==> config.mk <==
export PLATFORM = sky130hd
export DESIGN_NAME = logic_op_pipe_flat
export DESIGN_NICKNAME = d
export VERILOG_FILES = /design/src/rtl/logic_op_pipe_if.sv /design/src/rtl/logic_op_pipe.sv /design/src/flat_wrapper.sv
export SDC_FILE = /design/constraint.sdc
export NUM_CORES = 1
export LEC_CHECK = 0
export BUFFER_PORTS_ARGS = -buffer_cell sky130_fd_sc_hd__buf_2
export CAP_MARGIN = 20
export CORE_MARGIN = 5
export CORE_UTILIZATION = 45
export CTS_CLUSTER_DIAMETER = 80
export CTS_CLUSTER_SIZE = 14
export DETAILED_ROUTE_END_ITERATION = 7
export PLACE_DENSITY_LB_ADDON = 0.05
export SLEW_MARGIN = 15
export SYNTH_ARGS = -nofsm -noshare
export SYNTH_HDL_FRONTEND = slang
export SYNTH_SLANG_ARGS = --single-unit
==> constraint.sdc <==
create_clock -name clk -period 3.45 [get_ports clk]
set_clock_uncertainty 0.1 [all_clocks]
set_input_delay 0.1725 -clock clk [delete_from_list [all_inputs] [get_ports clk]]
set_output_delay 0.1725 -clock clk [all_outputs]
set_load 0.02 [all_outputs]
==> src/rtl/logic_op_pipe_if.sv <==
// logic_op_pipe_if: valid/ready beat bus for logic_op_pipe.
// out_par exists only when LOGIC_OP_PIPE_PARITY_EN is defined.
interface logic_op_pipe_if #(
  parameter int WIDTH = 1,
  parameter int CHANNELS = 3,
  parameter int CNT_W = 8
);
  logic in_valid, in_ready, out_valid, out_ready, clr_count;
  logic [CHANNELS*WIDTH-1:0] in_a, in_b, out_y;
  logic [2*CHANNELS-1:0] op_sel;
  logic [CHANNELS-1:0] chg_mask;
  logic [CNT_W-1:0] chg_count;
`ifdef LOGIC_OP_PIPE_PARITY_EN
  logic [CHANNELS-1:0] out_par;
  modport master(output in_valid, in_a, in_b, op_sel, out_ready, clr_count,
                 input in_ready, out_valid, out_y, chg_mask, chg_count, out_par);
  modport slave(input in_valid, in_a, in_b, op_sel, out_ready, clr_count,
                output in_ready, out_valid, out_y, chg_mask, chg_count, out_par);
`else
  modport master(output in_valid, in_a, in_b, op_sel, out_ready, clr_count,
                 input in_ready, out_valid, out_y, chg_mask, chg_count);
  modport slave(input in_valid, in_a, in_b, op_sel, out_ready, clr_count,
                output in_ready, out_valid, out_y, chg_mask, chg_count);
`endif
endinterface

==> src/rtl/logic_op_pipe.sv <==
// logic_op_pipe: per-lane OR/XOR/AND/NOT behind one valid/ready register with change tracking.
// Optional per-lane parity output enabled by LOGIC_OP_PIPE_PARITY_EN.
module logic_op_pipe #(
  parameter int WIDTH = 1,
  parameter int CHANNELS = 3,
  parameter int CNT_W = 8
) (
  input logic clk,
  input logic rst,
  logic_op_pipe_if.slave io
);
  localparam int N = CHANNELS * WIDTH;
  logic valid_q, valid_d, rdy, acc;
  logic [N-1:0] y_q, y_d, res;
  logic [CHANNELS-1:0] mask_q, mask_d, chg;
  logic [CNT_W-1:0] cnt_q, cnt_d;
  logic [WIDTH-1:0] la, lb;
  logic [1:0] op;
`ifdef LOGIC_OP_PIPE_PARITY_EN
  logic [CHANNELS-1:0] par, par_q, par_d;
`endif
  // out_y doubles as the history register: both load only on accept and reset to 0
  always_comb begin
    res = '0;
    chg = '0;
    la = '0;
    lb = '0;
    op = '0;
`ifdef LOGIC_OP_PIPE_PARITY_EN
    par = '0;
`endif
    for (int i = 0; i < CHANNELS; i++) begin
      la = io.in_a[i*WIDTH +: WIDTH];
      lb = io.in_b[i*WIDTH +: WIDTH];
      op = io.op_sel[2*i +: 2];
      res[i*WIDTH +: WIDTH] = op == 2'd0 ? la | lb : op == 2'd1 ? la ^ lb : op == 2'd2 ? la & lb : ~la;
      chg[i] = |(res[i*WIDTH +: WIDTH] ^ y_q[i*WIDTH +: WIDTH]);
`ifdef LOGIC_OP_PIPE_PARITY_EN
      par[i] = ^res[i*WIDTH +: WIDTH];
`endif
    end
  end
  always_comb begin
    rdy = !valid_q || io.out_ready;
    acc = io.in_valid && rdy;
    valid_d = acc ? 1'b1 : io.out_ready ? 1'b0 : valid_q;
    y_d = acc ? res : y_q;
    mask_d = acc ? chg : mask_q;
    cnt_d = io.clr_count ? '0 : (acc && |chg && cnt_q != '1) ? cnt_q + CNT_W'(1) : cnt_q;
`ifdef LOGIC_OP_PIPE_PARITY_EN
    par_d = acc ? par : par_q;
`endif
  end
  always_ff @(posedge clk) begin
    if (rst) begin
      valid_q <= 1'b0;
      y_q <= '0;
      mask_q <= '0;
      cnt_q <= '0;
`ifdef LOGIC_OP_PIPE_PARITY_EN
      par_q <= '0;
`endif
    end else begin
      valid_q <= valid_d;
      y_q <= y_d;
      mask_q <= mask_d;
      cnt_q <= cnt_d;
`ifdef LOGIC_OP_PIPE_PARITY_EN
      par_q <= par_d;
`endif
    end
  end
  assign io.in_ready = rdy;
  assign io.out_valid = valid_q;
  assign io.out_y = y_q;
  assign io.chg_mask = mask_q;
  assign io.chg_count = cnt_q;
`ifdef LOGIC_OP_PIPE_PARITY_EN
  assign io.out_par = par_q;
`endif
endmodule
==> src/flat_wrapper.sv <==
// flat-port wrapper written by rule: the top's interface ports become plain ports
module logic_op_pipe_flat 
#(
  parameter int WIDTH = 1,
  parameter int CHANNELS = 3,
  parameter int CNT_W = 8
)
  (clk, rst, io_in_valid, io_in_a, io_in_b, io_op_sel, io_out_ready, io_clr_count, io_in_ready, io_out_valid, io_out_y, io_chg_mask, io_chg_count);
  logic_op_pipe_if #(.WIDTH(WIDTH), .CHANNELS(CHANNELS), .CNT_W(CNT_W)) io_i ();
  input logic clk;
  input logic rst;
  input wire logic [$bits(io_i.in_valid)-1:0] io_in_valid;
  input wire logic [$bits(io_i.in_a)-1:0] io_in_a;
  input wire logic [$bits(io_i.in_b)-1:0] io_in_b;
  input wire logic [$bits(io_i.op_sel)-1:0] io_op_sel;
  input wire logic [$bits(io_i.out_ready)-1:0] io_out_ready;
  input wire logic [$bits(io_i.clr_count)-1:0] io_clr_count;
  output wire logic [$bits(io_i.in_ready)-1:0] io_in_ready;
  output wire logic [$bits(io_i.out_valid)-1:0] io_out_valid;
  output wire logic [$bits(io_i.out_y)-1:0] io_out_y;
  output wire logic [$bits(io_i.chg_mask)-1:0] io_chg_mask;
  output wire logic [$bits(io_i.chg_count)-1:0] io_chg_count;
  assign io_i.in_valid = io_in_valid;
  assign io_i.in_a = io_in_a;
  assign io_i.in_b = io_in_b;
  assign io_i.op_sel = io_op_sel;
  assign io_i.out_ready = io_out_ready;
  assign io_i.clr_count = io_clr_count;
  assign io_in_ready = io_i.in_ready;
  assign io_out_valid = io_i.out_valid;
  assign io_out_y = io_i.out_y;
  assign io_chg_mask = io_i.chg_mask;
  assign io_chg_count = io_i.chg_count;
  logic_op_pipe #(.WIDTH(WIDTH), .CHANNELS(CHANNELS), .CNT_W(CNT_W)) u_core (.clk(clk), .rst(rst), .io(io_i));
endmodule
Word-level counts from Yosys, hierarchy flattened
Index checks and enable logic that the tools add are counted.
Word-level totals
  flip-flop bits (word level): 15
  latch bits: 0
  memory bits (writable): 0
  bits in read-only memories: 0
  input port bits: 17
  output and inout port bits: 16
  memories kept: 0
Cells by class
  add/sub/neg operators: 1
  multipliers: 0
  divide/modulo/power cells: 0
  order comparisons: 0
  eq/ne operators: 7
  shift-type cells: 0
  mux-type cells: 11
  bitwise logic cells: 15
  reduce and logical (&&, ||, !) cells: 11
Operator list (count)
  $mux W1: 11
  $add A8 B1 Y8 const B: 1
  $ne A8 B8 Y1 const B: 1
  $eq A2 B1 Y1 const B: 3
  $eq A2 B2 Y1 const B: 3
  $logic_not A2 Y1: 3
  $xor A1 B1 Y1: 6
  $and A1 B1 Y1: 3
  $logic_and A1 B1 Y1: 3
  $not A1 Y1: 3
  $or A1 B1 Y1: 3
  $reduce_or A3 Y1: 1
  $reduce_bool A2 Y1: 1
  $reduce_or A2 Y1: 1
  $logic_not A1 Y1: 1
  $logic_or A1 B1 Y1: 1

Longest topological paths before layout
  depth in word-level cells: 8
  depth in mapped cells: 9

Worst setup path before layout
Ideal clock, no wire load.
  kind: input to register
  start point: input port io_in_b[1]
  end point: register u_core.cnt_q[5] (netlist: u_core.io.chg_count[5])
  setup time: 0.066 ns
  arrival time: 1.831 ns
  path slack: 1.453 ns
  stages: 9
  cell sequence: inv_1 > ha_1 > inv_1 > mux4_2 > xor2_1 > a31oi_4 > buf_6 > a21o_2 > a21oi_2
Between the ends
  word-level cells in the longest chain between the ends: 8
  elaborated cells on any way between the ends: 10
  those cells by class: mux: 3; bitwise: 4; reduce/logical: 3
Ends and longest elaborated chain
  from (decl): RTL line flat_wrapper.sv:14  | input wire logic [$bits(io_i.in_b)-1:0] io_in_b;
  $and A1 B1 Y1: RTL line logic_op_pipe.sv:36  | res[i*WIDTH +: WIDTH] = op == 2'd0 ? la | lb : op == 2'd1 ? la ^ lb : op == 2'd2 ? la & lb : ~la;
  $mux W1 (2 in a row): RTL line logic_op_pipe.sv:36
  $mux W1 *: RTL line logic_op_pipe.sv:36
  $xor A1 B1 Y1 *: RTL line logic_op_pipe.sv:37  | chg[i] = |(res[i*WIDTH +: WIDTH] ^ y_q[i*WIDTH +: WIDTH]);
  $reduce_or A3 Y1 *: RTL line logic_op_pipe.sv:49  | cnt_d = io.clr_count ? '0 : (acc && |chg && cnt_q != '1) ? cnt_q + CNT_W'(1) : cnt_q;
  $logic_and A1 B1 Y1 * (2 in a row): RTL line logic_op_pipe.sv:49
  to (signal assigned): RTL line logic_op_pipe.sv:67  | cnt_q <= cnt_d;
  to (decl): RTL line logic_op_pipe.sv:16  | logic [CNT_W-1:0] cnt_q, cnt_d;
Mark *: on every way between the ends. The rest lies on a longest branch, timed or not.
A chain may end at the register's enable or synchronous reset.

Worst setup path after layout
  start point: register u_core.cnt_q[0] (netlist: u_core.io.chg_count[0])
  end point: register u_core.cnt_q[2] (netlist: u_core.io.chg_count[2])
Between the ends
  word-level cells in the longest chain between the ends: 2
  elaborated cells on any way between the ends: 3
  those cells by class: add/sub: 1; eq/ne: 1; reduce/logical: 1
Ends and longest elaborated chain
  branches (longest 2 deep; another with $add A8 B1 Y8)
Several ways; the timed one is not identified.

==> flow_summary.rst <==
.. list-table::
   :header-rows: 1

   * - Metric
     - Value
   * - Die span in y
     - 54.7 um
   * - Footprint of the flip-flops and latches
     - around 300 sq um
   * - Antenna viol nets, final
     - 0
   * - Unique cell type count in the Yosys netlist
     - 28
   * - Worst Hold Class
     - primary input to flop
   * - Initial antenna violation count
     - 0
   * - Maximum fanout encountered on the critical timing path
     - 12
   * - Hold wc startpoint
     - io_in_valid
   * - Initial core utilization
     - between 40% and 50%
   * - Worst relative slew slack
     - slightly above 70%
   * - Yosys warning total
     - 0
   * - Transition at the pin with the smallest max-transition slack
     - ~0.41 ns
   * - CP arrival
     - roughly 2.1 ns
   * - Wire length of the first global-routing pass
     - 2960 um
   * - Worst-case register-to-register setup slack
     - between 1 and 1.5 ns
   * - Placed Instance Area
     - between 1000 and 1500 sq um
   * - Startpoint of the most critical register-to-register path
     - u_core.io.chg_count[0]$_SDFFE_PP0P_
   * - Top library cells by usage in the layout, fill and taps aside
     - buf_2 (32), nor2_1 (18), dfxtp_1 (15), inv_1 (14), a21oi_1 (8)
   * - Source-to-sink clock delay at the later pin of the worst-skew pair
     - 0.28 ns
   * - Reg-to-reg critical path endpoint
     - u_core.io.chg_count[2]$_SDFFE_PP0P_
   * - Overflow left after global routing
     - 0
   * - Final routed DRC violation total
     - 0
   * - Number of storage elements in the synthesis netlist
     - 15
   * - Placed wire-length estimate
     - ~1400 um
   * - Maximum number of pins on one net before global-route repair
     - 14
   * - Setup TNS
     - 0 ns
   * - Ratio of cells with drive above 1 in the final layout
     - between 30% and 40%
   * - Unrepaired setup endpoints after global routing
     - false
   * - Area added between synthesis and finish
     - 22.1%
   * - Final-layout fill cell count
     - a little under 200
   * - Placeable core area
     - about 1900 sq um
   * - Vias post-DR
     - between 700 and 800
   * - Via count of the first global-routing pass
     - 744
   * - Most common cell after layout, fill and taps aside
     - buf_2
   * - Depth of the CTS H-tree
     - 1
   * - Min-Delay Path Depth
     - 3
   * - Tcrit/Tclk final
     - a little under three fifths
   * - Total setup violations reported at the end of the flow
     - 0
   * - Syn nets
     - between 100 and 150
   * - Count of nets after finishing
     - between 150 and 200
   * - Setup fix buffers added after clock tree synthesis
     - 0
   * - Hold Path End
     - u_core.io.out_valid$_SDFFE_PP0P_
   * - Class of the most critical setup path
     - flop to flop
   * - Aggregate global-route resource usage
     - 13.6%
   * - Required @ worst endpoint
     - around 3.5 ns
   * - Cells after Synth
     - slightly above 100
   * - Worst-case vdd ir drop
     - 0.000231 V
   * - Clk slew on worst S/H paths
     - around 0.09 ns
   * - Ratio of routed vias to standard cells
     - approximately 4.9
   * - Sequential area share after synthesis
     - roughly a third
   * - Final Routed Wirelength
     - between 1500 and 2000 um
   * - Synth Cell Area
     - 900 sq um
   * - Overall die width
     - between 50 and 60 um
   * - Post-synthesis cell type with the largest combined area
     - dfxtp_1
   * - # diodes
     - 0
   * - Count of maximum capacitance violations
     - 0
   * - Power Density
     - 342 nW/um^2
   * - Startpoint Class
     - flop
   * - Fin. Hold Viols
     - 0
   * - Number of top-level design ports
     - 33
   * - Maximum frequency from static timing analysis
     - 504 MHz
   * - Total number of placement rows
     - 16
   * - Leak
     - between 0.5 and 0.6 nW
   * - Clock tree sinks
     - 15
   * - Number of gates given a new drive strength after cts
     - 0
   * - CP Capture Type
     - flop
   * - Detailed Routing Iterations Pass 1
     - 4
   * - Number of DRC markers in iteration 0
     - 11
   * - Outcome
     - finished, final reports clean
   * - Clock tree from TritonCTS
     - yes
   * - Post-synth top area share
     - roughly 33%
   * - Floorplan die area
     - approximately 3000 sq um
   * - Routability-driven placement congestion ratio
     - around 0.75
   * - Multi-input gate area
     - 524 sq um
   * - Buffer depth of the longest clock path
     - 2
   * - Routed length per placed instance
     - roughly 11 um
   * - Non-Filler Cell Area, Final
     - ~1100 sq um
   * - Number of buffers inserted for hold repair after clock tree synthesis
     - 0
   * - Slew Limit Fails
     - 0
   * - Avg Synthesized Cell Area
     - 8.73 sq um
   * - Number of cell instances on the worst register-to-register path
     - 6
   * - Period minus WS final
     - between 1.5 and 2 ns
   * - Clock tree root buffer cell
     - clkbuf_4
   * - Ranking of synthesized cells by area
     - dfxtp_1 (33%), ha_1 (9.7%), nor2_1 (7.5%), mux4_2 (7.5%), inv_1 (5.8%)
   * - Number of input and output port buffers inserted
     - 32
   * - Inserted Clock Buffers
     - 3
==> per-layer routing <==
metal | global-route usage [%] | vias to the layer above | routed length, um
met2 | 23.4 | 24 | 814
met3 | 3.27 | 4 | 135
li1 | - | 405 | -
met1 | 16.5 | 356 | 748
met4 | 3.73 | 0 | 19
met5 | 0 | - | 0
==> synthesized netlist by cell type <==
library cell  number
nor2_1            18
nand2_1            6
nand3_1            3
dfxtp_1           15
nand4_1            1
inv_1             14
a21oi_2            3
xor2_1             2
and3_2             1
a31o_1             2
clkbuf_1           2
a21o_2             1
o21ai_0            1
mux4_2             3
nand2b_1           1
a31o_2             2
buf_1              1
or3_1              1
or2_2              1
mux2i_1            1
a311oi_2           1
ha_1               7
and3_1             3
buf_6              1
a31oi_4            1
a21oi_1            8
xnor2_1            2
xor2_2             1
==> worst max-delay path, cell delays in order (launching register included) <==
cell	delay, ns
dfxtp_1	0.35
ha_1	0.23
and3_2	0.25
a31o_2	0.27
a31oi_4	0.35
a21oi_1	0.12
a31o_2	0.22
==> worst max-delay path by stage <==
stage                                                   start                                   to  slack [ns]  cells after the start
after floorplan                                    io_in_b[1]  u_core.io.chg_count[5]$_SDFFE_PP0P_        1.45                      9
after global placement                             io_in_a[2]  u_core.io.chg_count[2]$_SDFFE_PP0P_        1.25                      9
after detailed placement                           io_in_a[0]  u_core.io.chg_count[7]$_SDFFE_PP0P_        1.17                      9
after CTS                 u_core.io.chg_count[0]$_SDFFE_PP0P_  u_core.io.chg_count[2]$_SDFFE_PP0P_        1.46                      6
after global routing      u_core.io.chg_count[0]$_SDFFE_PP0P_  u_core.io.chg_count[2]$_SDFFE_PP0P_        1.32                      6
final                     u_core.io.chg_count[0]$_SDFFE_PP0P_  u_core.io.chg_count[2]$_SDFFE_PP0P_        1.47                      6
==> power breakdown <==
| group | total [mW] | internal, mW | switching [mW] |
|---|---|---|---|
| Sequential | 0.186 | 0.181 | 0.00538 |
| Clock | 0.0997 | 0.0430 | 0.0568 |
| Combinational | 0.0902 | 0.0360 | 0.0541 |
| Total | 0.376 | 0.260 | 0.116 |
==> sequential cells by signal (all words and copies together), names as in the netlist <==
register	cells
u_core.io.chg_count	8
u_core.io.chg_mask	3
u_core.io.out_y	3
u_core.io.out_valid	1
==> layout make-up <==
| type | count | area share [%] |
|---|---|---|
| Clock buffer | 3 | 2.05 |
| Clock inverter | 1 | 0.456 |
| Inverter | 14 | 4.78 |
| Multi-Input combinational cell | 70 | 47.7 |
| Sequential cell | 15 | 27.3 |
| Tap cell | 27 | 3.08 |
| Timing Repair Buffer | 32 | 14.6 |
==> cells by family after synthesis <==
family | Yosys count | synth area share [%]
AOI/OAI and AO/OA | 19 | 16.8
xor gates and xnor gates | 5 | 5.70
adders and majority gates | 7 | 9.74
buffers and inverters | 18 | 8.34
DFF | 15 | 33.4
muxes | 4 | 8.62
and+or+nand+nor | 35 | 17.4
==> stage by stage <==
stage	total power, mW	std cells	hold WS (ns)	utilization [%]	setup slack [ns]
final	0.376	162	0.0310	56.6	1.47
after global routing	0.404	162	0.0179	56.6	1.32
after CTS	0.383	162	0.0274	56.6	1.46
after detailed placement	0.282	158	0.332	55.2	1.17
after global placement	0.279	158	0.319	55.2	1.25
after floorplan	0.257	103	0.202	-	1.45
Power figures use the tool's default switching activity.
